`src/rtl/ddr4_cmd_pkg.sv`:
```
// Shared types, timing constants and pin encodings for the DDR4 CA-bus command driver.
package ddr4_cmd_pkg;

  typedef enum logic [3:0] {
    OP_NOP  = 4'd0,
    OP_ACT  = 4'd1,
    OP_RD   = 4'd2,
    OP_WR   = 4'd3,
    OP_PRE  = 4'd4,
    OP_PREA = 4'd5,
    OP_REF  = 4'd6,
    OP_MRS  = 4'd7,
    OP_ZQCL = 4'd8
  } cmd_op_t;

  typedef enum logic [1:0] {
    ST_RST_HOLD = 2'd0,
    ST_CKE_WAIT = 2'd1,
    ST_IDLE     = 2'd2,
    ST_GAP      = 2'd3
  } state_t;

  localparam logic [15:0] RESET_CYC = 16'd200;
  localparam logic [15:0] CKE_CYC   = 16'd500;
  localparam logic [15:0] T_RCD     = 16'd11;
  localparam logic [15:0] T_RP      = 16'd11;
  localparam logic [15:0] T_CCD     = 16'd4;
  localparam logic [15:0] T_RFC     = 16'd128;
  localparam logic [15:0] T_MOD     = 16'd24;
  localparam logic [15:0] T_ZQ      = 16'd512;

  // {act_n, ras_n, cas_n, we_n}
  localparam logic [3:0] CTL_DES  = 4'b1111;
  localparam logic [3:0] CTL_NOP  = 4'b1111;
  localparam logic [3:0] CTL_RD   = 4'b1101;
  localparam logic [3:0] CTL_WR   = 4'b1100;
  localparam logic [3:0] CTL_PRE  = 4'b1010;
  localparam logic [3:0] CTL_REF  = 4'b1001;
  localparam logic [3:0] CTL_MRS  = 4'b1000;
  localparam logic [3:0] CTL_ZQCL = 4'b1110;

  function automatic logic [15:0] gap_of(cmd_op_t op);
    case (op)
      OP_ACT:          return T_RCD;
      OP_RD, OP_WR:    return T_CCD;
      OP_PRE, OP_PREA: return T_RP;
      OP_REF:          return T_RFC;
      OP_MRS:          return T_MOD;
      OP_ZQCL:         return T_ZQ;
      default:         return 16'd1;
    endcase
  endfunction

  // ACT reuses ras/cas/we as row address bits A16:A14.
  function automatic logic [3:0] ctl_of(cmd_op_t op, logic [2:0] row_hi);
    case (op)
      OP_ACT:          return {1'b0, row_hi};
      OP_RD:           return CTL_RD;
      OP_WR:           return CTL_WR;
      OP_PRE, OP_PREA: return CTL_PRE;
      OP_REF:          return CTL_REF;
      OP_MRS:          return CTL_MRS;
      OP_ZQCL:         return CTL_ZQCL;
      default:         return CTL_NOP;
    endcase
  endfunction

endpackage

```
`src/rtl/ddr4_gap_timer.sv`:
```
// 16-bit load/down-counter with zero flag; holds at zero until reloaded.
module ddr4_gap_timer #(
  parameter logic [15:0] RST_VAL = 16'd0
) (
  input  logic        clk,
  input  logic        rst_n,
  input  logic        load,
  input  logic [15:0] load_val,
  output logic        zero
);

  logic [15:0] cnt;

  always_ff @(posedge clk or negedge rst_n) begin
    if (!rst_n) begin
      cnt <= RST_VAL;
    end else if (load) begin
      cnt <= load_val;
    end else if (cnt != 16'd0) begin
      cnt <= cnt - 16'd1;
    end
  end

  assign zero = (cnt == 16'd0);

endmodule

```
`src/rtl/ddr4_cmd_driver.sv`:
```
// Abstract command to DDR4 CA-bus driver with power-up sequencing and per-command gap enforcement.
// Optional CA parity and ALERT_n counting are built when DDR4_CA_PARITY_EN is defined.
//
// state       | meaning
// ST_RST_HOLD | mem_reset_n held low, timer counting RESET_CYC
// ST_CKE_WAIT | mem_reset_n high, mem_cke low, timer counting CKE_CYC
// ST_IDLE     | ready for a command
// ST_GAP      | spacing after a command; ready again once the timer is zero
module ddr4_cmd_driver
  import ddr4_cmd_pkg::*;
(
  input  logic        clk,
  input  logic        reset_n,
  input  logic        cmd_valid,
  output logic        cmd_ready,
  input  logic [3:0]  cmd_op,
  input  logic [1:0]  cmd_bg,
  input  logic [1:0]  cmd_ba,
  input  logic [17:0] cmd_addr,
  output logic        init_done,
  output logic        mem_reset_n,
  output logic        mem_cke,
  output logic        mem_cs_n,
  output logic        mem_act_n,
  output logic        mem_ras_n,
  output logic        mem_cas_n,
  output logic        mem_we_n,
  output logic [1:0]  mem_bg,
  output logic [1:0]  mem_ba,
  output logic [13:0] mem_sa,
  output logic        mem_sa17,
  output logic        mem_par,
  input  logic        mem_alert_n,
  output logic [7:0]  alert_cnt
);

  state_t      state_q, state_d;
  cmd_op_t     op;
  logic [15:0] op_gap;
  logic        accept;
  logic        tmr_load, tmr_zero;
  logic [15:0] tmr_val;

  logic        rst_pin_d, cke_d, cs_d, sa17_d, par_d;
  logic [3:0]  ctl_d;
  logic [1:0]  bg_d, ba_d;
  logic [13:0] sa_d;

  assign op        = cmd_op_t'(cmd_op);
  assign op_gap    = gap_of(op);
  assign cmd_ready = (state_q == ST_IDLE) || ((state_q == ST_GAP) && tmr_zero);
  assign accept    = cmd_valid && cmd_ready;

  ddr4_gap_timer #(.RST_VAL(RESET_CYC - 16'd1)) u_timer (
    .clk      (clk),
    .rst_n    (reset_n),
    .load     (tmr_load),
    .load_val (tmr_val),
    .zero     (tmr_zero)
  );

  always_ff @(posedge clk or negedge reset_n) begin
    if (!reset_n) state_q <= ST_RST_HOLD;
    else          state_q <= state_d;
  end

  always_comb begin
    state_d  = state_q;
    tmr_load = 1'b0;
    tmr_val  = 16'd0;
    case (state_q)
      ST_RST_HOLD: begin
        if (tmr_zero) begin
          state_d  = ST_CKE_WAIT;
          tmr_load = 1'b1;
          tmr_val  = CKE_CYC - 16'd1;
        end
      end
      ST_CKE_WAIT: begin
        if (tmr_zero) state_d = ST_IDLE;
      end
      default: begin
        if (accept) begin
          if (op_gap > 16'd1) begin
            state_d  = ST_GAP;
            tmr_load = 1'b1;
            tmr_val  = op_gap - 16'd1;
          end else begin
            state_d = ST_IDLE;
          end
        end else if ((state_q == ST_GAP) && tmr_zero) begin
          state_d = ST_IDLE;
        end
      end
    endcase
  end

  always_comb begin
    rst_pin_d = (state_d != ST_RST_HOLD);
    cke_d     = (state_d == ST_IDLE) || (state_d == ST_GAP);
    cs_d      = 1'b1;
    ctl_d     = CTL_DES;
    bg_d      = 2'd0;
    ba_d      = 2'd0;
    sa_d      = 14'd0;
    sa17_d    = 1'b0;
    if (accept) begin
      cs_d   = 1'b0;
      ctl_d  = ctl_of(op, cmd_addr[16:14]);
      bg_d   = cmd_bg;
      ba_d   = cmd_ba;
      sa_d   = cmd_addr[13:0];
      sa17_d = cmd_addr[17];
      // A10 selects single-bank vs all-bank precharge and long ZQ calibration.
      if (op == OP_PRE)                        sa_d[10] = 1'b0;
      else if (op == OP_PREA || op == OP_ZQCL) sa_d[10] = 1'b1;
    end
`ifdef DDR4_CA_PARITY_EN
    par_d = accept ? ^{ctl_d, bg_d, ba_d, sa17_d, sa_d} : 1'b0;
`else
    par_d = 1'b0;
`endif
  end

  always_ff @(posedge clk or negedge reset_n) begin
    if (!reset_n) begin
      mem_reset_n <= 1'b0;
      mem_cke     <= 1'b0;
      init_done   <= 1'b0;
      mem_cs_n    <= 1'b1;
      {mem_act_n, mem_ras_n, mem_cas_n, mem_we_n} <= CTL_DES;
      mem_bg      <= 2'd0;
      mem_ba      <= 2'd0;
      mem_sa      <= 14'd0;
      mem_sa17    <= 1'b0;
      mem_par     <= 1'b0;
    end else begin
      mem_reset_n <= rst_pin_d;
      mem_cke     <= cke_d;
      init_done   <= cke_d;
      mem_cs_n    <= cs_d;
      {mem_act_n, mem_ras_n, mem_cas_n, mem_we_n} <= ctl_d;
      mem_bg      <= bg_d;
      mem_ba      <= ba_d;
      mem_sa      <= sa_d;
      mem_sa17    <= sa17_d;
      mem_par     <= par_d;
    end
  end

`ifdef DDR4_CA_PARITY_EN
  // [1:0] synchroniser, [2] previous synchronised value for fall detection.
  logic [2:0] alert_sync;
  logic [7:0] alert_cnt_q;

  always_ff @(posedge clk or negedge reset_n) begin
    if (!reset_n) begin
      alert_sync  <= 3'b111;
      alert_cnt_q <= 8'd0;
    end else begin
      alert_sync <= {alert_sync[1:0], mem_alert_n};
      if (alert_sync[2] && !alert_sync[1] && (alert_cnt_q != 8'hFF))
        alert_cnt_q <= alert_cnt_q + 8'd1;
    end
  end

  assign alert_cnt = alert_cnt_q;
`else
  logic alert_unused;
  assign alert_unused = mem_alert_n;
  assign alert_cnt    = 8'd0;
`endif

endmodule

```
`config.mk`:
```
export PLATFORM = sky130hd
export DESIGN_NAME = ddr4_cmd_driver
export DESIGN_NICKNAME = d
export VERILOG_FILES = /design/src/rtl/ddr4_cmd_pkg.sv /design/src/rtl/ddr4_gap_timer.sv /design/src/rtl/ddr4_cmd_driver.sv
export SDC_FILE = /design/constraint.sdc
export NUM_CORES = 1
export LEC_CHECK = 0
export ABC_CLOCK_PERIOD_IN_PS = 2400
export BUFFER_PORTS_ARGS = -buffer_cell sky130_fd_sc_hd__buf_2
export CAP_MARGIN = 20
export CORE_ASPECT_RATIO = 0.7
export CORE_UTILIZATION = 40
export CTS_CLUSTER_SIZE = 12
export DETAILED_ROUTE_END_ITERATION = 16
export GPL_ROUTABILITY_DRIVEN = 0
export SKIP_CTS_REPAIR_TIMING = 1
export SYNTH_ARGS = -nofsm -noshare
export SYNTH_HDL_FRONTEND = slang
export SYNTH_SLANG_ARGS = --single-unit
export TNS_END_PERCENT = 30
```
`constraint.sdc`:
```
create_clock -name clk -period 2.4 [get_ports clk]
set_input_delay 0.12 -clock clk [delete_from_list [all_inputs] [get_ports clk]]
set_output_delay 0.12 -clock clk [all_outputs]
set_load 0.03 [all_outputs]
```
# Yosys cells after proc, flatten, opt, wreduce, memory -nomap -nowiden

Memories as Yosys holds them, arrays and structs flattened.
Cells that the tools add are included.

Register bits: 44
Memory bits (read-only): 112
Word-level logic and storage cells: 66
Memories: 1
Output and inout bits: 37

Add/sub/neg operators: 2
Muxes and demuxes: 25
Reductions and logical operators: 11
Equality and inequality tests: 13
Order comparisons: 1

Memories:

| name            | words | width | rd ports | clocked after memory_dff | wr ports | RTL line           | RTL |
|---|---|---|---|---|---|---|---|
| (no name shown) | 16    | 7     | 1        | 0                        | 0        | ddr4_cmd_pkg.sv:43 | `case (op)` |

Operators with widths:

| cell                    | number |
|---|---|
| $mux W16                | 4 |
| $pmux W16 S2            | 1 |
| $sub A16 B1 Y16 const B | 2 |
| $pmux W4 S7             | 1 |
| $eq A4 B3 Y1 const B    | 4 |
| $gt A16 B1 Y1 const B   | 1 |
| $logic_not A16 Y1       | 1 |
| $reduce_bool A16 Y1     | 1 |
| $mux W14                | 1 |
| $mux W2                 | 6 |
| $mux W9                 | 1 |
| $eq A2 B2 Y1 const B    | 4 |
| $eq A4 B2 Y1 const B    | 2 |
| $mux W1                 | 8 |
| $eq A4 B1 Y1 const B    | 1 |
| $eq A4 B4 Y1 const B    | 1 |
| $mux W4                 | 1 |
| $pmux W2 S2             | 1 |
| $reduce_bool A2 Y1      | 2 |
| $logic_or A1 B1 Y1      | 3 |
| $eq A2 B1 Y1 const B    | 1 |
| $logic_and A1 B1 Y1     | 2 |
| $logic_not A2 Y1        | 1 |
| $pmux W1 S2             | 1 |
| $reduce_or A2 Y1        | 1 |

# Longest topological paths before layout

Word-level depth: 8
Gate-level depth with buffers: 11
Mapped depth without buffers: 9

# Cells and area by module

A second synthesis with hierarchy kept.

Cell total of the unflattened synthesis: 235
Area, all modules: 2367.3 um^2

By module, submodules not included:

| module          | times used | cells an instance | area each (um^2) | sequential area each (um^2) |
|---|---|---|---|---|
| ddr4_cmd_driver | 1          | 131               | 1355.0           | 706.9 |
| ddr4_gap_timer  | 1          | 104               | 1012.2           | 406.6 |

# Worst setup path after synthesis

No wires, ideal clock.

Path kind: input to register
Start: input cmd_op[3]
End: register u_timer.cnt[5]
Required time: 2313 ps
Buffers on the path: 2
Arrival: 2121 ps
Stages: 10
Setup time: 87 ps
Path slack: 193 ps
Cell sequence: buf_6 clkbuf_1 nor2_1 o21ai_0 ha_1 nor2_1 a21oi_4 or2_2 or4_1 o211ai_1

Longest elaborated chain between the ends: 6
Elaborated cells between the ends (all ways): 11
Those cells by class: add/sub (1); order compare (1); mux (7); reduce/logical (1); memory (1)

Ends and longest elaborated chain:

| what                                             | RTL line                                     | RTL |
|---|---|---|
| start: declaration                               | ddr4_cmd_driver.sv:16                        | `input logic [3:0] cmd_op,` |
| $mem_v2 Z16 W7 (*)                               | n/a                                          |  |
| $sub A16 B1 Y16 or $gt A16 B1 Y1 (tied branches) | ddr4_cmd_driver.sv:87, ddr4_cmd_driver.sv:84 |  |
| $mux W16 or $mux W1 (tied branches)              | ddr4_cmd_driver.sv:84                        | `if (op_gap > 16'd1) begin` |
| $mux W16 or $mux W1 (tied branches)              | ddr4_cmd_driver.sv:83                        | `if (accept) begin` |
| $pmux W16 S2 or $pmux W1 S2 (tied branches)      | ddr4_cmd_driver.sv:71                        | `case (state_q)` |
| $mux W16 or $reduce_bool A2 Y1 (tied branches)   | n/a                                          |  |
| end signal: assignment                           | ddr4_gap_timer.sv:18                         | `cnt <= load_val;` |
| end signal: assignment                           | ddr4_gap_timer.sv:20                         | `cnt <= cnt - 16'd1;` |
| end: declaration                                 | ddr4_gap_timer.sv:12                         | `logic [15:0] cnt;` |

Every way passes the cells marked *; elsewhere a longest branch is shown, timed or not.
A chain may end at the register's enable or synchronous reset.

# Worst setup path after layout

Start: register u_timer.cnt[1]
End: output cmd_ready

Longest elaborated chain between the ends: 3

Ends and longest elaborated chain:

| what                | RTL line              | RTL |
|---|---|---|
| $logic_not A16 Y1   | ddr4_gap_timer.sv:24  | `assign zero = (cnt == 16'd0);` |
| $logic_and A1 B1 Y1 | ddr4_cmd_driver.sv:51 | `assign cmd_ready = (state_q == ST_IDLE) \|\| ((state_q == ST_GAP) && tmr_zero);` |
| $logic_or A1 B1 Y1  | ddr4_cmd_driver.sv:51 |  |
| end: declaration    | ddr4_cmd_driver.sv:15 | `output logic cmd_ready,` |

Every way passes these cells.

==> impl_metrics.json <==
{
  "hold_ws_ps": 18.8,
  "clock_latency_ps": 300,
  "num-fill-cells": 498,
  "min_path_type": "input pin to register",
  "area_delta_synth_final_pct": 24.4,
  "synth.distinct_cells": 53,
  "yosys_warnings": 0,
  "synth-edff-count": 0,
  "fin_area_sq_um": 2900,
  "cpPeakStageDelay_ps": 590,
  "cap_violations": 0,
  "grt_max_degree": 45,
  "layoutNonFillerInstCount": 374,
  "grt_overflow_total": 0,
  "async_flop_share_pct": 100,
  "reg2reg_slack_ps": 210,
  "cts_tree": "built",
  "slowest_stage": "dfstp_2",
  "synth_ff_type": "dfrtp_1",
  "die_h_um": 65.9,
  "dieArea_sq_um": 6150,
  "cts_root_buf": "clkbuf_8",
  "p_sw_share_pct": 23.9,
  "wirelength_um": 5300,
  "status": "finished clean",
  "ys_seq_elements": 44,
  "p_switching_mw": 0.346,
  "min_path_cells": 2,
  "cellInternalPower_mw": 1.10,
  "clock_sink_count": 44,
  "total_power_mw": 1.45,
  "final_antenna_net_count": 0,
  "coreArea_sq_um": 5420,
  "final_nets": 335,
  "arrival_ps": 2110,
  "ir_drop_uv": 255,
  "hpwl_um": 3810,
  "seq_area_frac_synth_pct": 47.7,
  "grt_util_all_layers_pct": 18.6,
  "cp_num_cells": 8,
  "io_pins": 67,
  "worstSetupStartpoint": "u_timer.cnt[1]",
  "crit_fanout": 9,
  "synthCells": 232,
  "finalCriticalPeriod_ps": 2230,
  "r2r_cells": 6,
  "path_cells": "inv_1, ha_1, nor4b_2, nand4_1, buf_4, nand2_1, and2_1, buf_2",
  "worstSetupStartpointType": "register",
  "initial_utilization_pct": 43.1,
  "wire_per_inst_um": 14.2,
  "endpoint": "cmd_ready",
  "slew_viol_final": 0,
  "vias_per_cell": 5.10,
  "dr.pass1.iters": 4,
  "postSynthAreaPerCell_sq_um": 10.1,
  "power_frac_clock_pct": 40.4,
  "worst_slew_pin_slew_ps": 640,
  "dp.cells": 363,
  "numPortBuffers": 56,
  "pwr-share-comb_pct": 8.3,
  "drtIter0Drc": 84,
  "multiInputGateArea_sq_um": 1100,
  "diodes": 0,
  "fmax_ghz": 0.449,
  "required_ps": 2280,
  "grt_pass1_vias": 1699,
  "fp.dieW_um": 93.3,
  "regArea_sq_um": 1110,
  "rows": 22,
  "path_clk_slew_ps": 90,
  "drc": 0,
  "htreeDepth": 2,
  "grt_setup_unrepaired": "false",
  "power.leakage_nw": 1.33,
  "skew_ps": 7.22,
  "vias": 1907,
  "pwr-share-seq_pct": 51.3,
  "slew_headroom_pct": 57.0,
  "layout-drive-gt1-share_pct": 36.1,
  "cts_max_path_buffers": 2,
  "place_area_sq_um": 2740,
  "cts_buffers": 5,
  "p_per_area_nw_per_um2": 498,
  "path_class": "register to primary output",
  "timing.rr.end": "state_q[0]",
  "cp.buffers_inverters": 3,
  "r2r-start": "u_timer.cnt[7]",
  "cp-end-kind": "primary output",
  "finalHoldViolCount": 0,
  "antenna_found_initial": 0,
  "grt_pass1_wl_um": 8600,
  "fin_util_pct": 53.6,
  "crit_family": "simple AND/OR/NAND/NOR gates",
  "synth_area_sq_um": 2330,
  "setup_viol": 0,
  "min_period_over_period_pct": 92.9
}
cells in the mapped netlist, types with 2 or more instances:
cell / n / share of area, %
dfrtp_1: 34 / 36
and2_1: 19 / 5.1
nor2_1: 19 / 3.1
o21ai_0: 12 / 2.6
nand2_1: 11 / 1.8
buf_4: 10 / 3.2
dfstp_2: 10 / 11
a21oi_1: 8 / 1.7
clkbuf_1: 8 / 1.3
xor2_1: 8 / 3.0
nor3_1: 7 / 1.5
inv_1: 6 / 0.96
nand2b_1: 6 / 1.6
nor3b_1: 5 / 1.6
xnor2_1: 5 / 1.9
ha_1: 4 / 2.1
nand3_1: 4 / 0.86
o211ai_1: 4 / 1.3
or2_2: 4 / 1.1
or3_1: 4 / 1.1
a21o_1: 2 / 0.64
buf_6: 2 / 0.96
mux2_2: 2 / 0.96
mux2i_1: 2 / 0.86
nand4_1: 2 / 0.54
nand4b_1: 2 / 0.75
nor4_1: 2 / 0.54
nor4_2: 2 / 1.1
o31ai_1: 2 / 0.64
or4_1: 2 / 0.64
or4_4: 2 / 0.96
power by group through the flow:
stage / Combinational [mW] / Clock (mW) / Sequential, mW
5_1_grt: 0.134 / 0.633 / 0.742
3_3_place_gp: 0.113 / 0 / 0.756
3_5_place_dp: 0.114 / 0 / 0.756
4_1_cts: 0.115 / 0.597 / 0.742
2_1_floorplan: 0.0733 / 0 / 0.756
6_report: 0.120 / 0.583 / 0.742
cells by family (layout without fill, tap and decap cells):
group | after synthesis | after routing | share of synthesized area (%)
xor gates and xnor gates | 13 | 13 | 4.88
buffers and inverters | 28 | 90 | 6.81
other | 1 | 9 | 0.161
muxes | 4 | 4 | 1.82
adders and majority gates | 4 | 4 | 2.14
AOI/OAI and AO/OA | 41 | 41 | 12.1
and+or+nand+nor | 97 | 97 | 24.4
DFF | 44 | 44 | 47.7
cell usage in the layout (no fill, tap or decap), drive strengths merged, types with 2 or more instances in the layout:
master   n
mux2i    2
or3      4
conb     9
nand2b   6
nand2   11
nor4b    2
or2      4
o31ai    2
inv      7
a21oi    9
dfrtp   34
nand3    4
ha       4
xnor2    5
buf     75
clkbuf   5
dfstp   10
and2    19
or4      4
o211ai   4
nor4     4
xor2     8
nor2    20
nand4b   2
nor3     7
o21ai   12
a21o     2
nand4    2
mux2     2
nor3b    5
metal layers:
metal  vias up  GRT usage (%)  wire, um
met5         -              0         0
met4         0           4.62        56
met3         4           4.60       464
met2        69           25.0      2230
met1       910           29.0      2550
li1        924              -         -
worst min path at each step:
stage                            start         endpoint  slack, ps
after floorplan                reset_n        mem_ba[0]       -180
after global placement         reset_n        mem_sa[5]        330
after detailed placement       reset_n        mem_sa[5]        330
after CTS                      reset_n  u_timer.cnt[13]          8
after global routing      cmd_addr[13]       mem_sa[13]         10
final                      cmd_addr[0]        mem_sa[0]         20
worst register-to-register path: stages (launching register included):
cell and delay (ps):
dfstp_2 400, or4_1 580, nor4_2 270, and4b_1 400, a211o_1 200, buf_4 160, nand2b_1 100
final cells by class:
cell class / instances / share of cell area [%]
Clock inverter: 3 / 1.59
Timing Repair Buffer: 76 / 15.8
Sequential cell: 44 / 38.3
Clock buffer: 5 / 2.37
Tap cell: 72 / 3.10
Inverter: 6 / 0.776
Multi-Input combinational cell: 168 / 38.0
flip-flops by register name, summed over array words and instances (netlist names):
name,cells
mem_ras_n,1
state_q,2
mem_sa,14
mem_we_n,1
mem_sa17,1
mem_cs_n,1
mem_bg,2
mem_reset_n,1
u_timer.cnt,16
mem_ba,2
mem_act_n,1
mem_cke,1
mem_cas_n,1
per-stage QoR:
| step | setup slack, ps | setup TNS, ps |
|---|---|---|
| 3_3_place_gp | 159 | 0 |
| 3_5_place_dp | 50.4 | 0 |
| 6_report | 171 | 0 |
| 4_1_cts | -135 | -135 |
| 2_1_floorplan | 193 | 0 |
| 5_1_grt | 49.4 | 0 |
Note: power is estimated with default switching activity, not from simulation.
